**src/rtl/i2c_bus_arbiter.sv**
```systemverilog
// i2c_bus_arbiter: round-robin sharing of a single I2cMaster among several clients.
// Latches the winner's transaction onto the master, pulses start, and returns read data plus status.
module i2c_bus_arbiter #(
    parameter int NrOfRequesters = 2,
    parameter int MaxBytesToSend = 16,
    parameter int MaxBytesToRead = 16,
    parameter int BusyTimeout    = 2000
) (
    input  logic                                                 clock,
    input  logic                                                 reset,
    input  logic [NrOfRequesters-1:0]                            request,
    input  logic [NrOfRequesters-1:0][6:0]                       address,
    input  logic [NrOfRequesters-1:0][$clog2(MaxBytesToSend):0]  nrOfBytesToSend,
    input  logic [NrOfRequesters-1:0][MaxBytesToSend-1:0][7:0]   bytesToSend,
    input  logic [NrOfRequesters-1:0][$clog2(MaxBytesToRead):0]  nrOfBytesToRead,
    output logic [NrOfRequesters-1:0]                            grant,
    output logic [NrOfRequesters-1:0]                            done,
    output logic [2:0]                                           error,
    output logic [MaxBytesToRead-1:0][7:0]                       bytesRead,
    output logic                                                 masterStart,
    output logic [6:0]                                           masterAddress,
    output logic [$clog2(MaxBytesToSend):0]                      masterNrOfBytesToSend,
    output logic [MaxBytesToSend-1:0][7:0]                       masterBytesToSend,
    output logic [$clog2(MaxBytesToRead):0]                      masterNrOfBytesToRead,
    input  logic [MaxBytesToRead-1:0][7:0]                       masterBytesToRead,
    input  logic                                                 masterReady,
    input  logic                                                 masterStretchTimeout,
    input  logic                                                 masterNoAck
);

    localparam int IdxW  = $clog2(NrOfRequesters);
    localparam int CntW  = $clog2(BusyTimeout + 1);
    localparam int SendW = $clog2(MaxBytesToSend) + 1;
    localparam int ReadW = $clog2(MaxBytesToRead) + 1;

    typedef enum logic [2:0] {
        Idle,
        Issue,
        WaitBusy,
        WaitDone,
        Report
    } state_t;

    state_t                          r_state;
    state_t                          w_next;
    logic [NrOfRequesters-1:0]       r_grant;
    logic [IdxW-1:0]                 r_pointer;
    logic [IdxW-1:0]                 r_owner;
    logic [IdxW-1:0]                 w_pick;
    logic                            w_any;
    logic                            w_busyExpired;
    logic [CntW-1:0]                 r_busyCnt;
    logic [2:0]                      r_error;
    logic [MaxBytesToRead-1:0][7:0]  r_bytesRead;
    logic [6:0]                      r_mAddress;
    logic [SendW-1:0]                r_mNrSend;
    logic [MaxBytesToSend-1:0][7:0]  r_mBytesSend;
    logic [ReadW-1:0]                r_mNrRead;

    // First requester at or after the pointer, wrapping around.
    always_comb begin
        int unsigned w_idx;
        w_any  = 1'b0;
        w_pick = '0;
        w_idx  = 0;
        for (int unsigned i = 0; i < NrOfRequesters; i++) begin
            w_idx = (32'(r_pointer) + i) % NrOfRequesters;
            if (!w_any && request[IdxW'(w_idx)]) begin
                w_any  = 1'b1;
                w_pick = IdxW'(w_idx);
            end
        end
    end

    assign w_busyExpired = masterReady && (r_busyCnt == CntW'(BusyTimeout - 1));

    always_ff @(posedge clock) begin
        if (!reset) begin
            r_state <= Idle;
        end else begin
            r_state <= w_next;
        end
    end

    always_comb begin
        w_next = r_state;
        case (r_state)
            Idle:     if (w_any) w_next = Issue;
            Issue:    w_next = WaitBusy;
            WaitBusy: begin
                if (!masterReady) begin
                    w_next = WaitDone;
                end else if (w_busyExpired) begin
                    w_next = Report;
                end
            end
            WaitDone: if (masterReady) w_next = Report;
            Report:   w_next = Idle;
            default:  w_next = Idle;
        endcase
    end

    always_comb begin
        masterStart = (r_state == Issue);
        done        = '0;
        if (r_state == Report) begin
            done = r_grant;
        end
    end

    always_ff @(posedge clock) begin
        if (!reset) begin
            r_grant      <= '0;
            r_pointer    <= '0;
            r_owner      <= '0;
            r_busyCnt    <= '0;
            r_error      <= '0;
            r_bytesRead  <= '0;
            r_mAddress   <= '0;
            r_mNrSend    <= '0;
            r_mBytesSend <= '0;
            r_mNrRead    <= '0;
        end else begin
            case (r_state)
                Idle: begin
                    if (w_any) begin
                        r_grant      <= NrOfRequesters'(1) << w_pick;
                        r_owner      <= w_pick;
                        r_mAddress   <= address[w_pick];
                        r_mNrSend    <= nrOfBytesToSend[w_pick];
                        r_mBytesSend <= bytesToSend[w_pick];
                        r_mNrRead    <= nrOfBytesToRead[w_pick];
                    end
                end
                Issue: begin
                    r_busyCnt <= '0;
                end
                WaitBusy: begin
                    if (masterReady) begin
                        r_busyCnt <= r_busyCnt + 1'b1;
                        if (w_busyExpired) begin
                            r_error <= 3'b100;
                        end
                    end
                end
                WaitDone: begin
                    if (masterReady) begin
                        r_bytesRead <= masterBytesToRead;
                        r_error     <= {1'b0, masterStretchTimeout, masterNoAck};
                    end
                end
                Report: begin
                    r_grant   <= '0;
                    r_pointer <= (r_owner == IdxW'(NrOfRequesters - 1)) ? '0 : r_owner + 1'b1;
                end
                default: ;
            endcase
        end
    end

    assign grant                 = r_grant;
    assign error                 = r_error;
    assign bytesRead             = r_bytesRead;
    assign masterAddress         = r_mAddress;
    assign masterNrOfBytesToSend = r_mNrSend;
    assign masterBytesToSend     = r_mBytesSend;
    assign masterNrOfBytesToRead = r_mNrRead;

endmodule

```
**config.mk**
```make
export PLATFORM = sky130hd
export DESIGN_NAME = i2c_bus_arbiter
export DESIGN_NICKNAME = d
export VERILOG_FILES = /design/src/rtl/i2c_bus_arbiter.sv
export SDC_FILE = /design/constraint.sdc
export NUM_CORES = 1
export LEC_CHECK = 0
export ABC_AREA = 1
export BUFFER_PORTS_ARGS = -buffer_cell sky130_fd_sc_hd__buf_2
export CELL_PAD_IN_SITES_DETAIL_PLACEMENT = 2
export CELL_PAD_IN_SITES_GLOBAL_PLACEMENT = 2
export CORE_AREA = 2 2 271 273
export CTS_BUF_LIST = sky130_fd_sc_hd__clkbuf_8
export DETAILED_ROUTE_END_ITERATION = 8
export DIE_AREA = 0 0 273 275
export PLACE_DENSITY_LB_ADDON = 0.1
export SLEW_MARGIN = 5
export SYNTH_ARGS = -nofsm -noshare
export SYNTH_HDL_FRONTEND = slang
export SYNTH_SLANG_ARGS = --single-unit
```
**constraint.sdc**
```tcl
create_clock -name clock -period 1.6 [get_ports clock]
set_clock_uncertainty 0.05 [all_clocks]
set_input_delay 0 -clock clock [delete_from_list [all_inputs] [get_ports clock]]
set_output_delay 0 -clock clock [all_outputs]
set_load 0.02 [all_outputs]
```
==> results by group <==
STA
  • Unrepaired setup endpoints after global routing: yes
  • Setup TNS: -0.0617 ns
  • PnR worst setup slack: -0.0245 ns
  • Min Hold Slack: between 0.09 and 0.1 ns
  • Worst-Margin Slew: 0.668 ns
  • Max frequency: between 600 and 700 MHz
  • Tmin final: ~1.6 ns
  • Final setup viols: 7
  • Fin. max-slew vios: 0
  • Slew headroom: 0.554
  • Fin crit share: 1.02
  • Final hold vios: 0

Run status
  • Status: complete, but fails checks
  • Failing checks: negative setup slack

Clock network
  • Clock Latency Late Sink: around 0.67 ns
  • CTS tree: built
  • TritonCTS buffer count: between 60 and 70
  • Clock slew at reported path FFs: around 0.060 ns
  • H-tree depth: 2
  • Sink Count: 294
  • Clk root buf: clkbuf_8
  • Max clock buf depth: 3

Placement
  • I/O Buffers: about 710
  • GP Congestion: 0.798
  • Hpwl dp: between 50 and 60 mm

Power and ir drop
  • P_leak: 11.3 nW
  • Power density over the cells: between 1000 and 1500 nW/um^2
  • VDD IR-drop max: between 500 and 600 uV

Logic synthesis
  • Synth Register Bits: between 200 and 300
  • Synth Net Count: roughly 2300
  • Syn Area/Cell: a little under 7 sq um
  • Yosys cell types: 26
  • Syn. warnings: 0
  • Seq/Total Area, Yosys: 0.474
  • Mapped Cells: approximately 1800
  • Synth Cell Area: 12400 sq um

Floorplan
  • Core area: about 72000 sq um
  • Effective utilization at floorplan: 0.172
  • # IOs: 706
  • Rows: a little under 100
  • Die Ht: between 200 and 300 um
  • Die footprint: about 75000 sq um
  • Die Width: around 270 um

Routing
  • Drt drc: 0
  • 1st-iter DRT viols: roughly 420
  • First-pass iteration count of the detailed router: 4
  • Drt wl/cell: around 19 um
  • Post-route antenna net violation count: 0
  • Final WL: approximately 75 mm
  • Via density: between 4 and 5
  • Via count: between 15000 and 20000

Cells and area
  • Nets: 3385
  • Area Overhead vs Synth: 89.8%
  • Most common cell after layout, fill and taps aside: buf_2
  • Layout cell share with drive strength beyond 1: 0.315
  • Most frequent cells in the layout: buf_2 (700), nand2_1 (596), dlygate4sd3_1 (425), nor2_1 (314), dfxtp_1 (291)

Flow run
  • Max-Cap Viols: 0

GRT
  • Vias in the first global route: ~19000
  • First-pass GRT wire length: 110 mm
  • Gr ovfl total: 0
  • Largest net degree at the start of global routing: 129
  • Initial antenna violation count: 15
  • Total GRT Usage: 0.188

Critical path
  • Crit Path Category: reg2out
  • CP endpoint kind: output pin
  • CP required: ~1.6 ns
  • CP arrival: about 1.6 ns
  • Crit-path max FO: 3
  • Startpoint Class: flop

Min path
  • Worst hold path type: in2reg
-- worst paths after layout --
path,end,from,slack (ns),depth (start not counted)
max,done[1],r_state[1]$_SDFFE_PN0P_,-0.02,6
min,bytesRead[117]$_SDFFE_PN0P_,masterBytesToRead[117],0.09,4
max reg2reg,masterBytesToSend[104]$_SDFFE_PN0P_,r_state[1]$_SDFFE_PN0P_,-0.01,8
min reg2reg,bytesRead[103]$_SDFFE_PN0P_,bytesRead[103]$_SDFFE_PN0P_,0.41,2
-- cell families after synthesis --
group / after synthesis / synth area share
adder cells (fa/ha/maj): 1 / 0.00101
flip-flops: 294 / 0.474
buffers and inverters: 165 / 0.0648
AND/OR/NAND/NOR: 1069 / 0.340
AO/OA/AOI/OAI: 295 / 0.120
-- cell type report --
type	instances	area, sq um
flip-flops and latches	294	5890
clock inverters	35	191
well taps	959	1200
repair buffers	1209	9050
clock buffers	75	1030
inverters	28	128
multi-input cells	1365	6030
diodes	15	37.5
fillers	8532	48800
-- per-layer routing --
metal / routed length (um) / vias to the layer above / track usage
met5: 16 / - / 0
met2: 38200 / 481 / 0.342
met4: 3220 / 2 / 0.0880
met3: 4290 / 156 / 0.0487
li1: - / 8140 / -
met1: 29100 / 7977 / 0.204
-- synthesized netlist by cell type (all sizes together) --
cell	count	area share
ha	1	0.0010
clkbuf	55	0.017
clkinv	1	0.00030
o211a	1	0.00081
a21oi	139	0.056
nand2	599	0.18
dfxtp	294	0.47
nor2	319	0.096
nand3	146	0.059
inv	27	0.0082
nor3	1	0.00040
a211oi	1	0.00060
nand4	3	0.0020
nand3b	1	0.00060
a21boi	2	0.0012
buf	82	0.040
o21ai	152	0.062
-- worst max-delay path, cell delays in order, from the launching register on --
cell and delay, ns:
dfxtp_4 0.36, inv_4 0.07, nand2_4 0.05, nor2_4 0.11, inv_2 0.07, nor2_1 0.09, buf_4 0.17
-- state kept, by name (all words and copies together) (netlist names) --
| signal | cells |
|---|---|
| error | 3 |
| grant | 2 |
| masterNrOfBytesToSend | 5 |
| masterNrOfBytesToRead | 5 |
| r_state | 3 |
| masterBytesToSend | 128 |
| r_busyCnt | 11 |
| masterAddress | 7 |
| bytesRead | 128 |
| r_owner | 1 |
| r_pointer | 1 |
-- stage by stage --
step,cells,power (mW),cell area (sq um),worst slack (ns),utilization
finish,3980,28.0,23600,-0.0245,0.326
global route,3979,30.0,23600,-0.137,0.326
CTS,3948,27.5,22900,-0.145,0.316
detailed placement,3407,17.9,17300,0.0154,0.239
global placement,3407,17.8,17300,0.0346,0.239
floorplan,1824,14.0,12400,0.260,-
-- power breakdown --
group	internal [mW]	leakage, nW	switching, mW
clock network	4.37	0.727	3.69
logic	4.26	8.17	6.40
registers	8.60	2.41	0.725
-- timing repair --
item,CTS,global route
pin swaps,2,67
cloned,1,9
resized for setup,24,149
hold buffers,425,0
endpoints found under the hold margin,292,0
setup endpoints to repair,4,223
setup buffers,5,8
(Power assumes the default switching activity.)
